<file path="config.mk">
export PLATFORM = sky130hd
export DESIGN_NAME = ifetch_ctrl
export DESIGN_NICKNAME = d
export VERILOG_FILES = /design/src/rtl/ifetch_ctrl.sv
export SDC_FILE = /design/constraint.sdc
export NUM_CORES = 1
export LEC_CHECK = 0
export BUFFER_PORTS_ARGS = -buffer_cell sky130_fd_sc_hd__clkbuf_2
export CORE_MARGIN = 2
export CORE_UTILIZATION = 40
export DETAILED_ROUTE_END_ITERATION = 6
export HOLD_SLACK_MARGIN = 0.12
export PLACE_DENSITY = 0.61
export SLEW_MARGIN = 30
export SYNTH_ARGS = -nofsm -noshare
export SYNTH_HDL_FRONTEND = slang
export SYNTH_SLANG_ARGS = --single-unit
</file>
<file path="constraint.sdc">
create_clock -name clk -period 2.9 [get_ports clk]
set_input_delay 0.29 -clock clk [delete_from_list [all_inputs] [get_ports clk]]
set_output_delay 0.29 -clock clk [all_outputs]
set_load 0.03 [all_outputs]
</file>
<file path="src/rtl/ifetch_ctrl.sv">
// rtl/ifetch_ctrl.sv - fetch-stage controller: PC register, instruction bus handshake, fetch->decode slot
//
// Ports:
//   clk, reset          clock; synchronous active-low reset (reset==0 resets)
//   pc_selected  [63:0] next PC chosen by pcselect, loaded when stall==0
//   pcsrc        [63:0] redirect target, qualified by jump
//   jump                redirect/flush, kills all younger fetch state
//   pcplus4      [63:0] pc + 4 toward pcselect
//   stall               1 = hold PC (toward pcselect)
//   ireq_valid          instruction request valid
//   ireq_addr    [63:0] request address (always pc)
//   iresp_data_ok       one-cycle response strobe per request
//   iresp_data   [31:0] instruction word, valid with iresp_data_ok
//   dec_ready           decode consumes the slot this cycle
//   f_valid, f_pc, f_instr  fetch->decode slot

module ifetch_ctrl #(
    parameter logic [63:0] PCINIT = 64'h8000_0000
) (
    input  logic        clk,
    input  logic        reset,
    input  logic [63:0] pc_selected,
    input  logic [63:0] pcsrc,
    input  logic        jump,
    output logic [63:0] pcplus4,
    output logic        stall,
    output logic        ireq_valid,
    output logic [63:0] ireq_addr,
    input  logic        iresp_data_ok,
    input  logic [31:0] iresp_data,
    input  logic        dec_ready,
    output logic        f_valid,
    output logic [63:0] f_pc,
    output logic [31:0] f_instr
);

    typedef enum logic [1:0] {
        S_REQ      = 2'd0,
        S_WAIT_DEC = 2'd1,
        S_DISCARD  = 2'd2
    } state_t;

    state_t      state;
    state_t      state_next;
    logic [63:0] pc;
    logic [63:0] pend_pc;
    logic        pend_valid;
    logic [31:0] held_instr;
    logic        slot_free;

    assign slot_free = !f_valid || dec_ready;
    assign pcplus4   = pc + 64'd4;
    assign ireq_addr = pc;

    // State register
    always_ff @(posedge clk) begin
        if (!reset) begin
            state <= S_REQ;
        end else begin
            state <= state_next;
        end
    end

    // Next-state logic; jump wins over data_ok and dec_ready everywhere
    always_comb begin
        state_next = state;
        case (state)
            S_REQ: begin
                if (jump && !iresp_data_ok) begin
                    // Request already on the bus cannot be withdrawn: swallow its response
                    state_next = S_DISCARD;
                end else if (!jump && iresp_data_ok && !slot_free) begin
                    state_next = S_WAIT_DEC;
                end
            end
            S_WAIT_DEC: begin
                if (jump || dec_ready) begin
                    state_next = S_REQ;
                end
            end
            S_DISCARD: begin
                if (iresp_data_ok) begin
                    state_next = S_REQ;
                end
            end
            default: state_next = S_REQ;
        endcase
    end

    // Output logic
    always_comb begin
        ireq_valid = 1'b0;
        stall      = 1'b1;
        case (state)
            S_REQ: begin
                ireq_valid = reset;
                if (iresp_data_ok && (jump || slot_free)) begin
                    stall = 1'b0;
                end
            end
            S_WAIT_DEC: begin
                if (jump || dec_ready) begin
                    stall = 1'b0;
                end
            end
            S_DISCARD: begin
                ireq_valid = reset;
            end
            default: begin
                ireq_valid = 1'b0;
                stall      = 1'b1;
            end
        endcase
    end

    // PC, pending redirect, held word and the decode slot
    always_ff @(posedge clk) begin
        if (!reset) begin
            pc         <= PCINIT;
            pend_pc    <= 64'd0;
            pend_valid <= 1'b0;
            held_instr <= 32'd0;
            f_valid    <= 1'b0;
            f_pc       <= 64'd0;
            f_instr    <= 32'd0;
        end else begin
            // PC: pcselect path when not stalled; DISCARD reloads internally because
            // the redirect target was captured while the old request was in flight
            if (!stall) begin
                pc <= pc_selected;
            end else if (state == S_DISCARD && iresp_data_ok) begin
                if (jump) begin
                    pc <= pcsrc;
                end else if (pend_valid) begin
                    pc <= pend_pc;
                end
            end

            // Pending redirect target; latest jump wins
            if (state == S_REQ && jump && !iresp_data_ok) begin
                pend_pc    <= pcsrc;
                pend_valid <= 1'b1;
            end else if (state == S_DISCARD) begin
                if (iresp_data_ok) begin
                    pend_valid <= 1'b0;
                end else if (jump) begin
                    pend_pc <= pcsrc;
                end
            end

            // Word returned while decode is blocked waits here until dec_ready
            if (state == S_REQ && !jump && iresp_data_ok && !slot_free) begin
                held_instr <= iresp_data;
            end

            // Decode slot
            if (jump) begin
                f_valid <= 1'b0;
            end else if (state == S_REQ && iresp_data_ok && slot_free) begin
                f_valid <= 1'b1;
                f_pc    <= pc;
                f_instr <= iresp_data;
            end else if (state == S_WAIT_DEC && dec_ready) begin
                f_valid <= 1'b1;
                f_pc    <= pc;
                f_instr <= held_instr;
            end else if (f_valid && dec_ready) begin
                f_valid <= 1'b0;
            end
        end
    end

endmodule

</file>
Word level (Yosys, flattened, before mapping)
Cells that the tools add are included.
- magnitude comparators: 0
- $mul: 0
- bitwise logic cells: 2
- add/sub/neg operators: 1
- muxes and demuxes: 27
- equality and inequality tests: 8
- reduce and logical (&&, ||, !) cells: 34
- divide/modulo/power cells: 0
- shift operators: 0
- operators by type and width (cell ; number):
    $mux 64 ; 10
    $add 64x3->64 const B ; 1
    $mux 32 ; 2
    $logic_and 1x1->1 ; 14
    $mux 1 ; 9
    $mux 2 ; 4
    $reduce_bool 2->1 ; 4
    $pmux 2 s3 ; 1
    $reduce_and 2->1 ; 3
    $reduce_and 3->1 ; 2
    $logic_not 1->1 ; 4
    $ne 2x1->1 const B ; 2
    $ne 2x2->1 const B ; 2
    $reduce_or 2->1 ; 2
    $logic_or 1x1->1 ; 3
    $ne 3x2->1 const B ; 1
    $ne 3x3->1 const B ; 1
    $reduce_bool 3->1 ; 1
    $eq 2x1->1 const B ; 1
    $eq 2x2->1 const B ; 1
    $logic_not 2->1 ; 1
    $not 1->1 ; 2
    $pmux 1 s2 ; 1
- ROM bits: 0
- output and inout bits: 227
- word-level logic and storage cells: 80
- register bits after elaboration: 260
- bits of input ports: 165
- bits in latches: 0
- bits in writable memories: 0
- memories kept: 0

Logic depth before layout (Yosys ltp)
Gate-level depths: netlist of run 1.
- depth after elaboration: 8
- depth in mapped cells: 8
- depth with buffers taken out: 6

Worst setup path after synthesis of run 1
No wires, ideal clock.
- kind: register to output
- start: register pc[9] (netlist: ireq_addr[9])
- end: output port pcplus4[58]
- path slack: -60 ps
- required time: 2610 ps
- cell stages (with the launch flop): 8
- arrival time: 2670 ps
- buffers on the path: 2
- path through: dfxtp_1 buf_2 nand4_2 or4_4 nor4_4 buf_6 nand3_1 xnor2_1
- cells in the longest elaborated chain, start to end: 1
- ends and longest elaborated chain (element ; RTL line ; text):
    start: declaration ; 45 ; logic [63:0] pc;
    start signal: assignment ; 130 ; pc <= pc_selected;
    start signal: assignment ; 133 ; pc <= pcsrc;
    start signal: assignment ; 135 ; pc <= pend_pc;
    $add 64x3->64 ; 52 ; assign pcplus4 = pc + 64'd4;
    end: declaration ; 25 ; output logic [63:0] pcplus4,
Every way passes these cells.

Final worst setup path of run 1
- start: register pc[39] (netlist: ireq_addr[39])
- end: output port pcplus4[63]
Same word-level chain as after synthesis.

==> qor.yml, run 1 <==
status: "finished clean"
clock_latency_ns: 0.54
holdPathEnd: "state[1]"
crit_type: "flop to output port"
synth_area_um2: 12400
tritoncts: "done"
die_h_um: 180
worst_slew_pin_slew_ns: 0.858
drcViolationCount: 0
cts_sinks: 260
holdPathStages: 3
p_leak_uw: 0.00791
ff2ff_setup_slack_ns: 0.77
htree_levels: 1
final-instance-count-excl-fill: 2463
num-nets-final: 2209
p_sw_frac: 0.281
grt_usage: 0.250
grt_max_degree: 96
rows: 64
finalCritPeriodShare: 0.998
netlist_instances: 1503
area_growth_pct: 45.9
cts_buffers: 30
avgRoutedWirePerCell_um: 17.2
worstSetupEndpointType: "output port"
numPortBuffers: 391
grt_pass1_wl_um: 67100
power_switching_uw: 2620
fin_crit_ns: 2.89
p_comb_frac: 0.180
max_cap_viol_count: 0
seqPwrFrac: 0.414
utilization: 0.591
drtIter0Drc: 649
slew_viol_final: 0
start_util: 0.405
r2r_start: "state[0]"
yosysWarnings: 0
die_w_um: 180
ioPinCount: 392
clock_skew_ns: 0.0117
cts_root_buffer: "clkbuf_16"
hpwl_um: 27300
async_reset_ff_frac: 0
coreArea_um2: 30500
ff2ff_path_depth: 6
dp_cells: 2230
setup_viol: 0
worstPathArrival_ns: 2.60
antenna_found_initial: 2
grt_overflow: 0
fin_hold_ws_ns: 0.155
synth_edf_count: 0
ir_drop_mv: 0.495
dieArea_um2: 32300
synth_nets: 1669
rsz0062_at_grt: "true"
finalWirelength_um: 42300
cp-start-kind: "flop"
min_path_type: "input port to flop"
hold_violations: 0
cts.path.max_buffers: 3
synth_ff_type: "dfxtp_1"
holdCritStartpoint: "iresp_data_ok"
grt_pass1_vias: 12400
nFillCells: 2792
ant_nets: 0
clock.fmax_mhz: 346
ys_types: 40
synth_seq_area_share: 0.421
worstReg2RegEnd: "f_pc[45]"
drive_gt1_frac: 0.282
routabilityCongestion: 0.859
slew_headroom: 0.428
avgSynthCellArea_um2: 8.22
clk_pin_slew_ns: 0.06
drt-vias-per-instance: 5.11
first_pass_iters: 5
p_int_uw: 6710
ys_seq_elements: 260
cp.required_ns: 2.61
vias: 12600
pwr-share-clk: 0.406
power_density_nw_per_um2: 517
crit_fanout: 6
per-stage QoR:
stage | total power, uW | setup TNS [ns] | setup WS (ns) | area [um2]
6_report | 9330 | 0 | 0.00660 | 18000
5_1_grt | 9700 | -0.719 | -0.136 | 18000
4_1_cts | 9390 | -0.0927 | -0.0424 | 17800
3_5_place_dp | 5400 | 0 | 0.127 | 15000
3_3_place_gp | 5390 | 0 | 0.184 | 15000
2_1_floorplan | 4850 | 0 | 0.00965 | 12400
cells in the final DEF, fill, tap and decap left out, drive strengths merged, types with 2 or more instances in the layout:
cell and n:
or4 2, a21boi 223, nor3 12, clkbuf 421
and2 6, dfxtp 260, xnor2 47, nor2 18
nand4 19, nor4 8, and3 10, dlygate4sd3 163
nand3 31, a21oi 2, nand2 507, or2 3
mux2i 96, inv 10, o211a 32, xor2 13
and4 3, clkinv 5, nand2b 2, nor3b 4
o211ai 64, buf 95, nor2b 2
power groups by stage:
| stage | Combinational [uW] | Sequential [uW] | Clock [uW] |
|---|---|---|---|
| finish | 1680 | 3860 | 3780 |
| global route | 1800 | 3880 | 4010 |
| CTS | 1670 | 3860 | 3860 |
| detailed placement | 1470 | 3930 | 0 |
| global placement | 1470 | 3920 | 0 |
| floorplan | 697 | 4150 | 0 |
state kept, by name, indices dropped and copies added (netlist names):
register and cells:
ireq_addr 64, pend_pc 64, f_valid 1, held_instr 32
f_instr 32, state 2, pend_valid 1, f_pc 64
routing by layer:
metal / wire [um] / share of wire / vias up / global-route usage
met4: 821 / 0.019 / 0 / 0.0537
met3: 2700 / 0.064 / 61 / 0.0466
met1: 18400 / 0.44 / 5927 / 0.324
met2: 20300 / 0.48 / 426 / 0.435
met5: 0 / 0 / - / 0
li1: - / - / 6171 / -
Yosys cell counts, types with 3 or more instances:
library cell	n	share of area
nand2_1	507	0.15
buf_2	6	0.0024
nor3_1	11	0.0045
a21boi_0	223	0.14
nor3b_1	4	0.0024
xor2_1	13	0.0092
and4_1	3	0.0021
nor4_1	6	0.0030
inv_1	10	0.0030
clkbuf_1	105	0.032
mux2i_1	96	0.078
nand3_1	31	0.013
nand4_1	18	0.0091
buf_1	7	0.0021
dfxtp_1	260	0.42
or2_2	3	0.0015
o211ai_1	64	0.039
and2_1	6	0.0030
nor2_1	18	0.0055
and3_1	10	0.0051
xnor2_1	47	0.033
o211a_1	32	0.026
cell type report:
| cell class | count | area [um2] | area share |
|---|---|---|---|
| diodes | 1 | 2.50 | 0.000139 |
| inverters | 10 | 40.0 | 0.00222 |
| well taps | 396 | 495 | 0.0275 |
| flip-flops and latches | 260 | 5240 | 0.291 |
| clock inverters | 7 | 62.6 | 0.00347 |
| multi-input cells | 1110 | 6890 | 0.382 |
| clock buffers | 48 | 940 | 0.0521 |
| repair buffers | 631 | 4360 | 0.242 |
what timing repair did:
| action | CTS | global route |
|---|---|---|
| gates cloned | 2 | 0 |
| pin swaps | 6 | 14 |
| endpoints found under the setup margin | 28 | 39 |
| endpoints found under the hold margin | 191 | 0 |
| hold buffers | 163 | 0 |
| setup buffers | 2 | 10 |
| resized for setup | 51 | 59 |
cells by family (layout without fill, tap and decap cells):
family          after synthesis  in the layout  synth area share
fa+ha+maj                     1              1           0.00101
compound gates              324            324             0.203
other cells                   0              1                 0
mux                          96             96            0.0777
buf+inv                     133            696            0.0424
xor+xnor                     60             60            0.0425
flops                       260            260             0.421
simple gates                629            629             0.212
critical path: stages, from the launching register on:
cell and delay (ns):
dfxtp_2 0.38, and3_1 0.28, nand2b_4 0.09, or4_4 0.60, nor4_4 0.34, xor2_1 0.18
buf_4 0.18
worst max path at each step:
| stage | startpoint | endpoint | slack, ns | cells past startpoint |
|---|---|---|---|---|
| CTS | ireq_addr[28] | pcplus4[63] | -0.04 | 6 |
| global placement | ireq_addr[29] | pcplus4[63] | 0.18 | 6 |
| floorplan | ireq_addr[9] | pcplus4[32] | 0.01 | 7 |
| global route | ireq_addr[28] | pcplus4[51] | -0.14 | 8 |
| finish | ireq_addr[39] | pcplus4[63] | 0.007 | 6 |
| detailed placement | ireq_addr[29] | pcplus4[63] | 0.13 | 6 |
Power figures use the tool's default switching activity.
==> run 2, diff against run 1 <==
--- a/config.mk
+++ b/config.mk
@@ -6,6 +6,7 @@
 export NUM_CORES = 1
 export LEC_CHECK = 0
 export BUFFER_PORTS_ARGS = -buffer_cell sky130_fd_sc_hd__clkbuf_2
+export CAP_MARGIN = 30
 export CORE_MARGIN = 2
 export CORE_UTILIZATION = 40
 export DETAILED_ROUTE_END_ITERATION = 6
==> constraint.sdc (replaced) <==
create_clock -name clk -period 2.9 [get_ports clk]
set_input_delay 0.145 -clock clk [delete_from_list [all_inputs] [get_ports clk]]
set_output_delay 0.145 -clock clk [all_outputs]
set_load 0.03 [all_outputs]
==> qor.yml, run 2 (synthesis gave the netlist of run 1 again) <==
status: "finished clean"
area_growth_pct: 47.0
holdPathEnd: "f_valid"
cp_slowest_cell: "or4_4"
hold_violations: 0
worst_slew_pin_slew_ns: 0.839
tritoncts: "done"
rsz0062_at_grt: "true"
fin_crit_ns: 2.87
drcViolationCount: 0
grt_overflow: 0
htree_levels: 1
min_path_type: "input port to flop"
finalWirelength_um: 42900
slew_viol_final: 0
crit_start: "ireq_addr[26]"
first_pass_iters: 5
start_util: 0.405
ff2ff_path_depth: 7
dieArea_um2: 32300
cp.required_ns: 2.76
clock.fmax_mhz: 349
coreArea_um2: 30500
vias: 12700
grt_pass1_wl_um: 66800
drtIter0Drc: 777
antenna_found_initial: 1
grt_max_degree: 95
clk_pin_slew_ns: 0.06
ir_drop_mv: 0.393
die_w_um: 180
ant_nets: 0
ioPinCount: 392
worst_slack_ns: 0.0312
final_common_cell: "nand2_1"
numPortBuffers: 391
slowest_delay_ns: 0.61
power_density_nw_per_um2: 519
worstSetupEndpointType: "output port"
holdCritStartpoint: "jump"
cp-start-kind: "flop"
cp_top_family: "simple AND/OR/NAND/NOR gates"
max_cap_viol_count: 0
cts.path.max_buffers: 3
cts_buffers: 29
num-nets-final: 2223
grt_usage: 0.250
crit_type: "flop to output port"
holdPathStages: 2
routabilityCongestion: 0.823
cp_num_buf_inv: 2
ff2ff_setup_slack_ns: 0.35
r2r_start: "state[0]"
avgRoutedWirePerCell_um: 17.3
clock_latency_ns: 0.55
rows: 64
hpwl_um: 27500
power_uw: 9430
cp_cell_sequence: "and4_4 > nand4_1 > buf_4 > or4_4 > nor3_4 > xor2_2 > buf_6"
dpl_worst_slack_ns: 0.379
finalCritPeriodShare: 0.989
worstPathArrival_ns: 2.72
die_h_um: 180
drive_gt1_frac: 0.264
cts_sinks: 260
p_leak_uw: 0.00801
clock_skew_ns: 0.0132
drt-vias-per-instance: 5.15
final_cell_mix: "506 x nand2_1, 379 x clkbuf_2, 238 x dfxtp_1"
crit_fanout: 4
slew_headroom: 0.439
setup_viol: 0
grt_pass1_vias: 12500
cts_root_buffer: "clkbuf_16"
worstReg2RegEnd: "ireq_addr[55]"
-- run 2: cell count changes in the layout (fill, tap and decap cells not counted), sizes merged --
| cell | change |
|---|---|
| clkinvlp | -1 |
| inv | +1 |
| clkbuf | +4 |
| bufinv | +2 |
| dlygate4sd3 | +37 |
| bufbuf | +1 |
| buf | -31 |
-- run 2: metrics by stage --
| stage | utilization | setup TNS, ns | instance area, um2 | hold WS, ns | instances |
|---|---|---|---|---|---|
| 3_3_place_gp | 0.486 | 0 | 14800 | 0.368 | 2211 |
| 6_report | 0.596 | 0 | 18200 | 0.155 | 2476 |
| 2_1_floorplan | - | 0 | 12400 | 0.221 | 1503 |
| 4_1_cts | 0.589 | 0 | 18000 | 0.139 | 2469 |
| 3_5_place_dp | 0.486 | 0 | 14800 | 0.376 | 2211 |
| 5_1_grt | 0.596 | -0.317 | 18200 | 0.191 | 2476 |
-- run 2: layout make-up --
| type | instances | area [um2] |
|---|---|---|
| antenna | 1 | 2.50 |
| clock buffer | 44 | 882 |
| tap | 396 | 495 |
| multi-input combinational | 1110 | 6800 |
| inverter | 10 | 37.5 |
| sequential | 260 | 5250 |
| fill | 2725 | 12300 |
| clock inverter | 9 | 124 |
| timing repair buffer | 646 | 4580 |
-- run 2: layer usage --
| layer | global-route usage | wire length [um] | vias to the layer above |
|---|---|---|---|
| met4 | 0.0702 | 1000 | 0 |
| met5 | 0 | 0 | - |
| li1 | - | - | 6199 |
| met1 | 0.314 | 18300 | 6050 |
| met2 | 0.433 | 20700 | 424 |
| met3 | 0.0535 | 2950 | 70 |
-- run 2: power breakdown --
part / total [uW] / internal, uW / switching [uW] / leakage, uW
registers: 3890 / 3740 / 155 / 0.00213
clock network: 3870 / 2350 / 1520 / 0.000502
logic: 1680 / 700 / 978 / 0.00537
-- run 2: worst max-delay path by stage --
| stage | slack [ns] | endpoint | cells past startpoint |
|---|---|---|---|
| floorplan | 0.09 | pcplus4[58] | 7 |
| global placement | 0.40 | pcplus4[61] | 6 |
| detailed placement | 0.38 | pcplus4[61] | 6 |
| CTS | 0.009 | pcplus4[56] | 8 |
| global route | -0.06 | pcplus4[28] | 8 |
| finish | 0.03 | pcplus4[61] | 7 |
-- run 2: repair_timing --
item | CTS | global route
hold buffers | 200 | 0
endpoints found under the hold margin | 200 | 0
pin swaps | 5 | 12
endpoints found under the setup margin | 28 | 37
gates cloned | 1 | 1
buffers inserted | 4 | 5
resized for setup | 23 | 59
-- run 2: worst reg2reg max path, delay by kind of cell (launching register included) --
family,cells,cell delay (ns)
buffers and inverters,2,0.92
AO/OA/AOI/OAI,2,0.23
flip-flops,1,0.35
AND/OR/NAND/NOR,3,0.92
